File: src/rtl/ifu_prefetch_pkg.sv
`default_nettype none
// ============================================================================
// Module      : ifu_prefetch_pkg
// Description : Shared types and constants for the instruction prefetch unit.
// Revision    : 1.0 - initial release
// ============================================================================
package ifu_prefetch_pkg;

    typedef logic [31:0] inst_addr_t;
    typedef logic [31:0] inst_t;

    localparam inst_t      c_zero_word = 32'h0000_0000;
    localparam inst_addr_t c_pc_step   = 32'd4;

    // One queue entry as seen at the head of the queue
    typedef struct packed {
        inst_addr_t pc;
        inst_t      data;
    } slot_t;

    // Word-align a fetch address (low two bits forced to zero)
    function automatic inst_addr_t align_word(input inst_addr_t a);
        return a & ~32'h0000_0003;
    endfunction

endpackage
`default_nettype wire

File: src/rtl/ifu_prefetch_if.sv
`default_nettype none
// ============================================================================
// Module      : ifu_prefetch_if
// Description : Instruction-memory bus (req/gnt/rvalid) plus the IF/ID
//               valid/ready handshake of the prefetch unit.
// Revision    : 1.0 - initial release
// ============================================================================
interface ifu_prefetch_if;
    import ifu_prefetch_pkg::*;

    // memory side
    logic       mem_req_o;
    inst_addr_t mem_addr_o;
    logic       mem_gnt_i;
    logic       mem_rvalid_i;
    inst_t      mem_rdata_i;

    // IF/ID side
    logic       inst_valid_o;
    inst_t      inst_o;
    inst_addr_t inst_pc_o;
    logic       inst_ready_i;

    // the prefetch unit
    modport master (
        output mem_req_o, mem_addr_o, inst_valid_o, inst_o, inst_pc_o,
        input  mem_gnt_i, mem_rvalid_i, mem_rdata_i, inst_ready_i
    );

    // memory and IF/ID stage together
    modport slave (
        input  mem_req_o, mem_addr_o, inst_valid_o, inst_o, inst_pc_o,
        output mem_gnt_i, mem_rvalid_i, mem_rdata_i, inst_ready_i
    );
endinterface
`default_nettype wire

File: src/rtl/ifu_prefetch_fifo.sv
`default_nettype none
// ============================================================================
// Module      : ifu_prefetch_fifo
// Description : Slot storage for the prefetch queue. Slots are reserved at
//               tail on issue, filled in order at fill on response and popped
//               at head. Pointers carry one extra wrap bit.
// Revision    : 1.0 - initial release
// ============================================================================
module ifu_prefetch_fifo
    import ifu_prefetch_pkg::*;
#(
    parameter  int DEPTH = 4,
    localparam int AW    = $clog2(DEPTH),
    localparam int CW    = AW + 1
)(
    input  logic          clk,
    input  logic          rst,
    input  logic          clear_i,
    input  logic          reserve_i,
    input  inst_addr_t    reserve_pc_i,
    input  logic          fill_i,
    input  inst_t         fill_data_i,
    input  logic          pop_i,
    output logic          head_filled_o,
    output slot_t         head_o,
    output logic [CW-1:0] used_o,
    output logic [CW-1:0] unfilled_o
);

    inst_addr_t       pc_q   [DEPTH];
    inst_t            data_q [DEPTH];
    logic [DEPTH-1:0] filled_q;
    logic [CW-1:0]    head_q;
    logic [CW-1:0]    fill_q;
    logic [CW-1:0]    tail_q;

    logic [AW-1:0]    w_head_idx;
    logic [AW-1:0]    w_fill_idx;
    logic [AW-1:0]    w_tail_idx;

    assign w_head_idx = head_q[AW-1:0];
    assign w_fill_idx = fill_q[AW-1:0];
    assign w_tail_idx = tail_q[AW-1:0];

    // Pointers and filled flags; clear drops every slot at once. The three
    // flag updates always hit distinct slots while the queue is used legally.
    always_ff @(posedge clk) begin
        if (rst || clear_i) begin
            head_q   <= '0;
            fill_q   <= '0;
            tail_q   <= '0;
            filled_q <= '0;
        end else begin
            if (reserve_i) begin
                filled_q[w_tail_idx] <= 1'b0;
                tail_q               <= tail_q + CW'(1);
            end
            if (fill_i) begin
                filled_q[w_fill_idx] <= 1'b1;
                fill_q               <= fill_q + CW'(1);
            end
            if (pop_i) begin
                filled_q[w_head_idx] <= 1'b0;
                head_q               <= head_q + CW'(1);
            end
        end
    end

    // Payload storage needs no reset: a slot is only read once it is filled.
    always_ff @(posedge clk) begin
        if (reserve_i) begin
            pc_q[w_tail_idx] <= reserve_pc_i;
        end
        if (fill_i) begin
            data_q[w_fill_idx] <= fill_data_i;
        end
    end

    assign head_filled_o = filled_q[w_head_idx];
    assign head_o        = {pc_q[w_head_idx], data_q[w_head_idx]};
    assign used_o        = tail_q - head_q;
    assign unfilled_o    = tail_q - fill_q;

endmodule
`default_nettype wire

File: src/rtl/ifu_prefetch.sv
`default_nettype none
// ============================================================================
// Module      : ifu_prefetch
// Description : Instruction prefetch unit. Issues in-order word fetches,
//               buffers up to DEPTH instructions tagged with their PC and
//               hands them to IF/ID. A flush redirects fetch and discards the
//               responses still owed by the bus.
// Revision    : 1.0 - initial release
// ============================================================================
module ifu_prefetch
    import ifu_prefetch_pkg::*;
#(
    parameter int         DEPTH    = 4,
    parameter inst_addr_t RESET_PC = 32'h0000_0000
)(
    input  logic          clk,
    input  logic          rst,
    input  logic          flush_i,
    input  inst_addr_t    flush_pc_i,
    ifu_prefetch_if.master bus
);

    localparam int           CW      = $clog2(DEPTH) + 1;
    localparam logic [CW:0]  c_depth = (CW+1)'(DEPTH);

    inst_addr_t    fetch_pc_q;
    inst_addr_t    fetch_pc_d;
    logic [CW-1:0] drop_cnt_q;
    logic [CW-1:0] drop_cnt_d;

    logic          w_head_filled;
    slot_t         w_head;
    logic [CW-1:0] w_used;
    logic [CW-1:0] w_unfilled;
    logic [CW:0]   w_occupancy;
    logic          w_req;
    logic          w_issue;
    logic          w_resp_drop;
    logic          w_resp_fill;
    logic          w_valid;
    logic          w_pop;

    // Stale responses also hold a slot's worth of credit until they arrive,
    // so they count against the queue limit.
    assign w_occupancy = {1'b0, w_used} + {1'b0, drop_cnt_q};
    assign w_req       = !rst && !flush_i && (w_occupancy < c_depth);
    assign w_issue     = w_req && bus.mem_gnt_i;

    // A response with nothing owed is ignored entirely.
    assign w_resp_drop = bus.mem_rvalid_i && (drop_cnt_q != '0);
    assign w_resp_fill = bus.mem_rvalid_i && (drop_cnt_q == '0) && (w_unfilled != '0);

    assign w_valid     = w_head_filled && !flush_i;
    assign w_pop       = w_valid && bus.inst_ready_i;

    ifu_prefetch_fifo #(
        .DEPTH (DEPTH)
    ) u_fifo (
        .clk           (clk),
        .rst           (rst),
        .clear_i       (flush_i),
        .reserve_i     (w_issue),
        .reserve_pc_i  (fetch_pc_q),
        .fill_i        (w_resp_fill),
        .fill_data_i   (bus.mem_rdata_i),
        .pop_i         (w_pop),
        .head_filled_o (w_head_filled),
        .head_o        (w_head),
        .used_o        (w_used),
        .unfilled_o    (w_unfilled)
    );

    // Next fetch PC and stale-response count. On flush every reserved but
    // unfilled slot turns into a response to discard, less the one (if any)
    // consumed in the flush cycle itself.
    always_comb begin
        fetch_pc_d = fetch_pc_q;
        drop_cnt_d = drop_cnt_q;
        if (flush_i) begin
            fetch_pc_d = align_word(flush_pc_i);
            drop_cnt_d = w_unfilled + drop_cnt_q - CW'(w_resp_drop || w_resp_fill);
        end else begin
            if (w_issue) begin
                fetch_pc_d = fetch_pc_q + c_pc_step;
            end
            if (w_resp_drop) begin
                drop_cnt_d = drop_cnt_q - CW'(1);
            end
        end
    end

    // Fetch state registers
    always_ff @(posedge clk) begin
        if (rst) begin
            fetch_pc_q <= RESET_PC;
            drop_cnt_q <= '0;
        end else begin
            fetch_pc_q <= fetch_pc_d;
            drop_cnt_q <= drop_cnt_d;
        end
    end

    assign bus.mem_req_o    = w_req;
    assign bus.mem_addr_o   = fetch_pc_q;
    assign bus.inst_valid_o = w_valid;
    assign bus.inst_o       = w_valid ? w_head.data : c_zero_word;
    assign bus.inst_pc_o    = w_valid ? w_head.pc   : c_zero_word;

    // The bus must never return data that was not requested.
    a_no_orphan_rvalid: assert property (@(posedge clk) disable iff (rst)
        bus.mem_rvalid_i |-> ((drop_cnt_q != '0) || (w_unfilled != '0)));

endmodule
`default_nettype wire

File: src/flat_wrapper.sv
// flat-port wrapper written by rule: the top's interface ports become plain ports
module ifu_prefetch_flat import ifu_prefetch_pkg::*;
#(
    parameter int         DEPTH    = 4,
    parameter inst_addr_t RESET_PC = 32'h0000_0000
)
  (clk, rst, flush_i, flush_pc_i, bus_mem_req_o, bus_mem_addr_o, bus_inst_valid_o, bus_inst_o, bus_inst_pc_o, bus_mem_gnt_i, bus_mem_rvalid_i, bus_mem_rdata_i, bus_inst_ready_i);
  ifu_prefetch_if bus_i ();
  input  logic clk;
  input  logic rst;
  input  logic flush_i;
  input  inst_addr_t flush_pc_i;
  output wire logic [$bits(bus_i.mem_req_o)-1:0] bus_mem_req_o;
  output wire logic [$bits(bus_i.mem_addr_o)-1:0] bus_mem_addr_o;
  output wire logic [$bits(bus_i.inst_valid_o)-1:0] bus_inst_valid_o;
  output wire logic [$bits(bus_i.inst_o)-1:0] bus_inst_o;
  output wire logic [$bits(bus_i.inst_pc_o)-1:0] bus_inst_pc_o;
  input wire logic [$bits(bus_i.mem_gnt_i)-1:0] bus_mem_gnt_i;
  input wire logic [$bits(bus_i.mem_rvalid_i)-1:0] bus_mem_rvalid_i;
  input wire logic [$bits(bus_i.mem_rdata_i)-1:0] bus_mem_rdata_i;
  input wire logic [$bits(bus_i.inst_ready_i)-1:0] bus_inst_ready_i;
  assign bus_mem_req_o = bus_i.mem_req_o;
  assign bus_mem_addr_o = bus_i.mem_addr_o;
  assign bus_inst_valid_o = bus_i.inst_valid_o;
  assign bus_inst_o = bus_i.inst_o;
  assign bus_inst_pc_o = bus_i.inst_pc_o;
  assign bus_i.mem_gnt_i = bus_mem_gnt_i;
  assign bus_i.mem_rvalid_i = bus_mem_rvalid_i;
  assign bus_i.mem_rdata_i = bus_mem_rdata_i;
  assign bus_i.inst_ready_i = bus_inst_ready_i;
  ifu_prefetch #(.DEPTH(DEPTH), .RESET_PC(RESET_PC)) u_core (.clk(clk), .rst(rst), .flush_i(flush_i), .flush_pc_i(flush_pc_i), .bus(bus_i));
endmodule
File: config.mk
export PLATFORM = sky130hd
export DESIGN_NAME = ifu_prefetch_flat
export DESIGN_NICKNAME = d
export VERILOG_FILES = /design/src/rtl/ifu_prefetch_pkg.sv /design/src/rtl/ifu_prefetch_if.sv /design/src/rtl/ifu_prefetch_fifo.sv /design/src/rtl/ifu_prefetch.sv /design/src/flat_wrapper.sv
export SDC_FILE = /design/constraint.sdc
export NUM_CORES = 1
export LEC_CHECK = 0
export BUFFER_PORTS_ARGS = -buffer_cell sky130_fd_sc_hd__buf_4
export CAP_MARGIN = 20
export CORE_MARGIN = 5
export CORE_UTILIZATION = 30
export CTS_CLUSTER_DIAMETER = 50
export DETAILED_ROUTE_END_ITERATION = 8
export PLACE_DENSITY = 0.53
export SLEW_MARGIN = 20
export SYNTH_ARGS = -nofsm -noshare
export SYNTH_HDL_FRONTEND = slang
export SYNTH_SLANG_ARGS = --single-unit
export TNS_END_PERCENT = 50
File: constraint.sdc
create_clock -name clk -period 4.55 [get_ports clk]
set_input_delay 0.6825 -clock clk [delete_from_list [all_inputs] [get_ports clk]]
set_output_delay 0.6825 -clock clk [all_outputs]
set_load 0.02 [all_outputs]
Word-level counts from Yosys, hierarchy flattened
Memory sizes are Yosys's and may differ from the RTL's. A register that Yosys moved wholly into a read port is not among the register bits.
Cells that the tools add are included.
- add/sub/neg operators: 10
- $lt $le $gt $ge: 7
- muxes and demuxes: 27
- bitwise logic cells: 5
- reduce and logical (&&, ||, !) cells: 21
- operators by type and width (operator ; count):
    32-bit 2-to-1 mux ; 4
    32-bit by 3-bit adder with 32-bit output (second input constant) ; 1
    4-bit 2-to-1 mux ; 5
    1-bit logical AND ; 11
    3-bit by 1-bit adder with 3-bit output (second input constant) ; 3
    2-bit by 3-bit less-than comparator with 1-bit output (second input constant) ; 3
    4-bit AND ; 2
    1-bit 2-to-1 mux ; 8
    2-bit 2-to-1 mux ; 4
    4-bit NOT ; 2
    1-bit demux with 2-bit select ; 3
    2-bit by 1-bit >= comparator with 1-bit output (second input constant) ; 3
    3-bit 2-to-1 mux ; 2
    3-bit nonzero test ; 2
    3-bit subtractor ; 2
    3-bit by 3-bit adder with 4-bit output ; 1
    4-bit by 3-bit less-than comparator with 1-bit output (second input constant) ; 1
    4-bit bitwise OR ; 1
    2-bit nonzero test ; 2
    3-bit adder ; 1
    3-bit logical NOT ; 1
    3-bit by 1-bit subtractor with 3-bit output ; 1
    3-bit by 1-bit subtractor with 3-bit output (second input constant) ; 1
    1-bit binary-select mux with 2-bit select ; 1
    other kinds (3) ; 5
- register bits: 48
- RAM bits: 256
- bits of input ports: 70
- output and inout bits: 98
- memories kept: 2
- memory list (name ; depth ; width ; read ports ; clocked after memory_dff ; wr ports ; RTL line ; text):
    u_core.u_fifo.data_q ; 4 ; 32 ; 1 ; 1 ; 1 ; ifu_prefetch_fifo.sv:31 ; inst_t data_q [DEPTH];
    u_core.u_fifo.pc_q ; 4 ; 32 ; 1 ; 1 ; 1 ; ifu_prefetch_fifo.sv:30 ; inst_addr_t pc_q [DEPTH];

Logic depth before layout (Yosys ltp)
Gate-level depths: netlist of run 1.
- depth after elaboration: 13
- depth in mapped cells: 15

Hierarchy
Synthesis of run 1 repeated with hierarchy kept, for this count alone.
- cell total of the unflattened synthesis: 793
- area, all modules: 12888.6 um2
- modules (own cells, without submodules) (module ; instances ; cells each ; area each (um2) ; sequential area each (um2)):
    ifu_prefetch_fifo ; 1 ; 428 ; 10227.3 ; 7987.7
    ifu_prefetch ; 1 ; 365 ; 2661.3 ; 660.6

Worst setup path after synthesis of run 1
Ideal clock, no wire load.
- kind: register -> register
- from: register u_core.u_fifo.tail_q[0]
- to: memory u_core.u_fifo.pc_q[2][10] (netlist name) (enable)
- library setup time: 0.385 ns
- arrival time: 3.312 ns
- required time: 4.165 ns
- path slack: 0.853 ns
- stages on the path, launching flop included: 13
- path buffers: 1
- cell sequence: dfxtp_1 -> inv_1 -> ha_1 -> inv_1 -> fa_1 -> xor2_1 -> xnor2_1 -> ha_1 -> or3_1 -> nor4b_2 -> clkbuf_1 -> nand2_1 -> inv_1
- word-level cells in the longest chain between the ends: 7
- RTL lines (what ; RTL line ; text):
    start, declared ; ifu_prefetch_fifo.sv:35 ; logic [CW-1:0] tail_q;
    start signal, assigned ; ifu_prefetch_fifo.sv:56 ; tail_q <= tail_q + CW'(1);
    3-bit subtractor ; ifu_prefetch_fifo.sv:81 ; assign used_o = tail_q - head_q;
    3-bit by 3-bit adder with 4-bit output ; ifu_prefetch.sv:45 ; assign w_occupancy = {1'b0, w_used} + {1'b0, drop_cnt_q};
    4-bit by 3-bit less-than comparator with 1-bit output ; ifu_prefetch.sv:46 ; assign w_req = !rst && !flush_i && (w_occupancy < c_depth);
    1-bit logical AND ; ifu_prefetch.sv:46 ;
    1-bit logical AND ; ifu_prefetch.sv:47 ; assign w_issue = w_req && bus.mem_gnt_i;
    1-bit 2-to-1 mux ; ifu_prefetch_fifo.sv:71 ; if (reserve_i) begin
    1-bit 2-to-1 mux (implied by the code) ; ifu_prefetch_fifo.sv:72 ; pc_q[w_tail_idx] <= reserve_pc_i;
    end, declared ; ifu_prefetch_fifo.sv:30 ;
Several ways; a longest one is shown, not always the timed one.

Final worst setup path of run 1
- from: register u_core.u_fifo.tail_q[0]
- to: output port bus_mem_req_o
- word-level cells in the longest chain between the ends: 4
- RTL lines (what ; RTL line ; text):
    3-bit subtractor ; ifu_prefetch_fifo.sv:81 ;
    3-bit by 3-bit adder with 4-bit output ; ifu_prefetch.sv:45 ;
    4-bit by 3-bit less-than comparator with 1-bit output ; ifu_prefetch.sv:46 ;
    1-bit logical AND ; ifu_prefetch.sv:46 ;
    end, declared ; flat_wrapper.sv:13 ; output wire logic [$bits(bus_i.mem_req_o)-1:0] bus_mem_req_o;
Every way passes these cells.

==> impl_metrics.py, run 1 <==
metrics = {
    "status": {
        "status": "completed",
    },
    "clocking": {
        "cts_max_path_buffers": 3,
        "tritoncts": "yes",
        "cts_setup_buffers": 0,
        "clk_latency_ns": 0.53,
        "clk_pin_slew_ns": 0.06,
        "ctsHoldBuffers": 0,
        "cts.htree.levels": 2,
        "clock_sinks": 296,
        "cts_resized": 0,
        "root_buffer": "clkbuf_16",
        "cts_buffers": 37,
    },
    "drt": {
        "drt_iter0_drc": 405,
        "routedWlPerCell_um": 20.6,
        "viasPerCell": 4.89,
        "first_pass_iters": 5,
        "antenna_left": 0,
        "wl_mm": 30.7,
        "vias": 7279,
        "drc": 0,
    },
    "global_routing": {
        "antenna_found_initial": 1,
        "grtUsageTotal_pct": 13.5,
        "grt_pass1_vias": 7676,
        "overflow": 0,
        "grt_max_degree": 66,
        "grt_pass1_wl_mm": 46.6,
    },
    "floorplanning": {
        "row_count": 74,
        "die_w_um": 213,
        "die_h_um": 213,
        "start_util_pct": 30.3,
        "pin_count": 168,
        "dieArea_mm2": 0.0453,
        "fp.coreArea_mm2": 0.0407,
    },
    "synth": {
        "synth_largest_area_cell": "edfxtp_1",
        "synth_edf_count": 248,
        "yosys.area_share.simple_pct": 8.90,
        "synthDominantCellAreaShare_pct": 60.3,
        "yosys_register_bits": 296,
        "synthXorXnorAreaFrac_pct": 1.60,
        "yosysUniqueCellTypes": 49,
        "synth_ff_type": "edfxtp_1",
        "synth.mux.area_fraction_pct": 11.7,
        "synth_cells": 762,
        "syn_area_mm2": 0.0123,
        "async_flop_share_pct": 0,
        "synth.area.top_cells": "edfxtp_1 (60%), mux4_2 (11%), dfxtp_1 (7.8%)",
        "synthAdderAreaFrac_pct": 2.72,
        "yosysWarningCount": 0,
        "synth_area_per_cell_um2": 16.2,
        "synth_top_family_by_area": "multiplexers",
        "synth_common_cells": "edfxtp_1 (248), and3_1 (64), mux4_2 (63)",
        "synth_compound_area_share_pct": 4.30,
        "yosysMostFrequentCell": "edfxtp_1",
        "ys_seq_area_share_pct": 68.1,
    },
    "power": {
        "pwr_density_cell_mw_per_mm2": 401,
        "power.total_mw": 6.17,
        "vdd_drop_max_mv": 0.274,
        "power.leakage_nw": 5.51,
    },
    "timing": {
        "finalSetupViolCount": 0,
        "rsz0062_at_grt": "no",
        "timing.setup.tns_ns": 0,
        "timing.hold.ws_ns": 0.353,
        "slew_violations": 0,
        "worst_pin_slew_ns": 0.760,
        "hold_violations": 0,
        "finClkSkew_ns": 0.0105,
        "finalCriticalPeriod_ns": 3.62,
        "fmax_mhz": 276,
        "relSlewSlack_pct": 49.3,
        "finalCritPeriodShare_pct": 79.7,
    },
    "critical_path": {
        "critPathMaxFanout": 4,
        "startpoint_type": "register",
        "crit_path_start": "u_core.u_fifo.tail_q[0]$_SDFFE_PP0N_",
        "end_kind": "primary output",
        "cp.required_ns": 3.87,
        "critical_path_class": "reg2out",
        "rr_startpoint": "u_core.u_fifo.tail_q[0]$_SDFFE_PP0N_",
        "arrival_ns": 2.94,
    },
    "placement": {
        "io_buffers": 161,
        "place_hpwl_mm": 18.9,
        "post_dp_cell_area_mm2": 0.0142,
        "place.gp.congestion": 0.751,
    },
    "finish": {
        "syn_to_final_growth_pct": 24.6,
        "diodes": 0,
        "finalNetCount": 1028,
        "drive_above_1_share_pct": 31.9,
        "fill_cells": 3842,
        "postLayoutCellArea_mm2": 0.0154,
    },
    "flow_run": {
        "maxCapViolCount": 0,
    },
    "hold_path": {
        "worstHoldStart": "bus_mem_rdata_i[27]",
        "hold_path.class": "in2reg",
    },
}
## state kept, by name, summed over array words and instances, names as in the netlist, named ones only
| name | count |
|---|---|
| u_core.drop_cnt_q | 3 |
| u_core.u_fifo.head_q | 3 |
| u_core.u_fifo.pc_q | 120 |
| u_core.u_fifo.data_q | 128 |
| u_core.u_fifo.filled_q | 4 |
| u_core.u_fifo.fill_q | 3 |
| u_core.bus.mem_addr_o | 30 |
| u_core.u_fifo.tail_q | 3 |
## final timing paths
check | end | slack, ns | cells past startpoint
min reg2reg | u_core.u_fifo.filled_q[3]$_SDFF_PP0_ | 0.52 | 2
max | bus_mem_req_o | 0.93 | 10
min | u_core.u_fifo.data_q[1][27]$_DFFE_PP_ | 0.35 | 1
max reg2reg | u_core.u_fifo.pc_q[0][19]$_DFFE_PP_ | 0.99 | 13
## power by group
part / internal [mW] / total, mW / switching [mW] / leakage (nW)
logic: 0.164 / 0.376 / 0.212 / 2.32
registers: 2.99 / 3.05 / 0.0559 / 2.65
clock network: 1.65 / 2.74 / 1.10 / 0.546
## through the flow
stage                     setup WS (ns)  instances  utilization (%)
after floorplan                   0.853        765                -
final                             0.925       1490             37.7
after CTS                         0.855       1490             37.7
after detailed placement          0.972       1426             34.9
after global placement            0.958       1426             34.9
after global routing              0.731       1490             37.7
## cell families (layout without fill, tap and decap cells)
family                   count (synthesis)  after routing
AO/OA/AOI/OAI                           81             81
XOR/XNOR                                21             21
adder cells (fa/ha/maj)                 25             25
buffers and inverters                   75            268
flip-flops                             296            296
multiplexers                            65             65
other                                    1              4
AND/OR/NAND/NOR                        198            198
## critical path, stage by stage, from the launching register on
cell and delay, ns:
dfxtp_1 0.34, inv_1 0.15, ha_1 0.16, inv_1 0.04
fa_1 0.37, xor2_1 0.16, xnor2_1 0.13, ha_1 0.26
or3_1 0.42, nor3_1 0.19, buf_4 0.18
## area by class of cell
type | instances | area [um2] | area share (%)
clock buffer | 51 | 1030 | 6.71
clock inverter | 13 | 113 | 0.732
inverter | 23 | 86.3 | 0.561
multi-input combinational | 394 | 3630 | 23.6
sequential | 296 | 8410 | 54.7
tap | 532 | 666 | 4.33
timing repair buffer | 181 | 1430 | 9.33
## routing by layer
layer / up-vias / part of all wire, % / global-route usage (%)
met1: 3673 / 42 / 17.7
li1: 3336 / - / -
met4: 2 / 2.1 / 3.93
met2: 219 / 49 / 22.5
met3: 49 / 6.7 / 3.32
met5: - / 0.065 / 0
## cell usage in the layout, fill, tap and decap left out, drive strengths merged, types with 14 or more instances in the layout
| cell | instances |
|---|---|
| nand2 | 34 |
| nor2 | 36 |
| a21oi | 19 |
| dfxtp | 48 |
| mux4 | 63 |
| inv | 26 |
| nand4 | 14 |
| and3 | 64 |
| clkbuf | 51 |
| ha | 22 |
| a31oi | 14 |
| edfxtp | 248 |
| buf | 181 |
| o21ai | 15 |
No activity file was read; power rests on OpenSTA's default activity.
==> run 2: changes to the inputs <==
PLACE_DENSITY = 0.55   (was 0.53)
clock period = 3.1 ns   (was 4.55 ns; I/O delays follow)
==> run 2 against run 1 <==
- the flow now finishes with violations (setup timing)
- flip-flop and latch count did not move
- worst setup slack worse by 1.1 ns
- cell count rose by 3.5%
- cell area up 6.4%
- hold slack got worse by 0.23 ns
- clock-buffer cell count decreased by 5
- utilization increased by 2.4 points
==> impl_metrics.py, run 2 (same netlist as run 1, synthesis figures left out) <==
metrics = {
    "clocking": {
        "ctsHoldBuffers": 0,
        "clk_pin_slew_ns": 0.06,
        "cts.htree.levels": 2,
        "root_buffer": "clkbuf_16",
        "cts_buffers": 39,
        "tritoncts": "yes",
        "clk_latency_ns": 0.54,
        "clock_sinks": 296,
        "cts_max_path_buffers": 3,
    },
    "critical_path": {
        "critical_path_class": "reg2out",
        "r2r_slack_ns": -0.13,
        "critPathMaxFanout": 2,
        "end_kind": "primary output",
        "startpoint_type": "register",
        "rr_endpoint": "u_core.bus.mem_addr_o[26]$_SDFFE_PP0P_",
        "rr_startpoint": "u_core.u_fifo.tail_q[0]$_SDFFE_PP0N_",
        "ff2ff_path_depth": 11,
        "arrival_ns": 2.79,
        "cp.required_ns": 2.63,
    },
    "drt": {
        "viasPerCell": 4.79,
        "wl_met1_mm": 13.2,
        "antenna_left": 0,
        "routedWlPerCell_um": 20.3,
        "wl_met2_mm": 15.0,
        "wl_mm": 31.3,
        "drt_iter0_drc": 489,
        "drc": 0,
        "first_pass_iters": 4,
        "wl_met3_mm": 2.58,
        "vias": 7388,
        "highest_layer": "met5",
    },
    "floorplanning": {
        "start_util_pct": 30.3,
        "dieArea_mm2": 0.0453,
        "fp.coreArea_mm2": 0.0407,
        "row_count": 74,
        "die_w_um": 213,
        "pin_count": 168,
        "die_h_um": 213,
    },
    "placement": {
        "io_buffers": 161,
        "place.gp.congestion": 0.739,
        "place_inst": 1453,
        "post-place-ws_ns": -0.0912,
        "post_dp_cell_area_mm2": 0.0146,
        "place_hpwl_mm": 19.5,
    },
    "power": {
        "switching_share_pct": 22.1,
        "power.leakage_nw": 5.93,
        "power.total_mw": 9.63,
        "internal_power_mw": 7.50,
        "comb_power_share_pct": 7.0,
        "vdd_drop_max_mv": 0.449,
        "power.share.sequential_pct": 46.5,
        "pwr_density_cell_mw_per_mm2": 588,
        "power.net_switching_mw": 2.13,
        "clock_power_share_pct": 46.6,
    },
    "finish": {
        "postLayoutCoreUtil_pct": 40.2,
        "drive_above_1_share_pct": 39.7,
        "finalNetCount": 1077,
        "postLayoutCellArea_mm2": 0.0164,
        "layout_commonest_cell": "edfxtp_1",
        "final_cell_mix": "edfxtp_1 (248), buf_4 (193), and3_1 (64), mux4_2 (63), dfxtp_1 (44)",
        "seqCellArea_mm2": 0.00842,
        "fill_cells": 3754,
        "multiInputGateArea_mm2": 0.00380,
        "stdcell_count": 1542,
        "syn_to_final_growth_pct": 32.6,
        "largest_reg_flops": 128,
        "largest_register": "u_core.u_fifo.data_q",
        "diodes": 0,
    },
    "status": {
        "status": "finished with violations",
        "violations": "setup timing",
    },
    "timing": {
        "fmax_mhz": 307,
        "finalCriticalPeriod_ns": 3.26,
        "relSlewSlack_pct": 53.8,
        "finClkSkew_ns": 0.0155,
        "worst_pin_slew_ns": 0.692,
        "slew_violations": 0,
        "hold_violations": 0,
        "timing.setup.tns_ns": -6.68,
        "rsz0062_at_grt": "yes",
        "timing.hold.ws_ns": 0.125,
        "setup_slack_ns": -0.160,
        "finalCritPeriodShare_pct": 105,
        "finalSetupViolCount": 106,
    },
    "hold_path": {
        "worstHoldStart": "bus_mem_rdata_i[6]",
        "whs_endpoint": "u_core.u_fifo.data_q[0][6]$_DFFE_PP_",
        "hold_path.class": "in2reg",
        "hold_depth": 1,
    },
    "global_routing": {
        "antenna_found_initial": 1,
        "grt_max_degree": 56,
        "overflow": 0,
        "grt_pass1_vias": 7575,
        "grtUsageTotal_pct": 13.5,
        "grt_pass1_wl_mm": 46.8,
    },
    "flow_run": {
        "maxCapViolCount": 0,
    },
}
==> run 2: how the worst max path moves through the flow <==
stage | cells past startpoint | to | startpoint | slack, ns
floorplan | 12 | u_core.u_fifo.pc_q[2][10]$_DFFE_PP_ | u_core.u_fifo.tail_q[0]$_SDFFE_PP0N_ | -0.04
finish | 12 | bus_mem_req_o | u_core.u_fifo.tail_q[0]$_SDFFE_PP0N_ | -0.16
detailed placement | 14 | u_core.bus.mem_addr_o[23]$_SDFFE_PP0P_ | u_core.u_fifo.tail_q[0]$_SDFFE_PP0N_ | -0.09
global placement | 14 | u_core.bus.mem_addr_o[25]$_SDFFE_PP0P_ | u_core.u_fifo.tail_q[0]$_SDFFE_PP0N_ | -0.06
CTS | 12 | bus_mem_req_o | u_core.u_fifo.tail_q[0]$_SDFFE_PP0N_ | -0.22
global route | 12 | bus_mem_req_o | u_core.u_fifo.tail_q[0]$_SDFFE_PP0N_ | -0.29
==> run 2: per-layer routing <==
layer | track usage, % | up-vias
met4 | 3.58 | 2
met1 | 18.1 | 3685
met3 | 3.79 | 39
met5 | 0 | -
li1 | - | 3445
met2 | 21.9 | 217
==> run 2: timing repair <==
item                       4_1_cts  5_1_grt
cloned                           3        2
gates resized for setup         24       18
setup endpoints to repair      149      151
setup buffers                   12        6
pin swaps                       14       15
==> run 2: worst max-delay path, stage by stage, from the launching register on <==
cell and delay [ns]:
dfxtp_2 0.32, inv_2 0.06, ha_4 0.12, inv_2 0.03, fa_2 0.32, xor2_1 0.15
xnor2_1 0.13, ha_1 0.29, or3_4 0.34, buf_6 0.13, nor3_4 0.12, buf_6 0.13
buf_6 0.11
==> run 2: cell type report <==
class | count | area share, %
clock buffers | 46 | 6.45
multi-input cells | 394 | 23.2
flip-flops and latches | 296 | 51.4
well taps | 532 | 4.07
repair buffers | 228 | 12.7
clock inverters | 23 | 1.52
inverters | 23 | 0.619
==> run 2: power by group through the flow <==
stage / registers, mW / clock network (mW) / logic [mW]
after detailed placement: 4.56 / 0 / 0.615
after CTS: 4.47 / 4.60 / 0.656
after global routing: 4.48 / 4.77 / 0.746
after global placement: 4.55 / 0 / 0.610
after floorplan: 4.56 / 0 / 0.329
final: 4.47 / 4.48 / 0.671
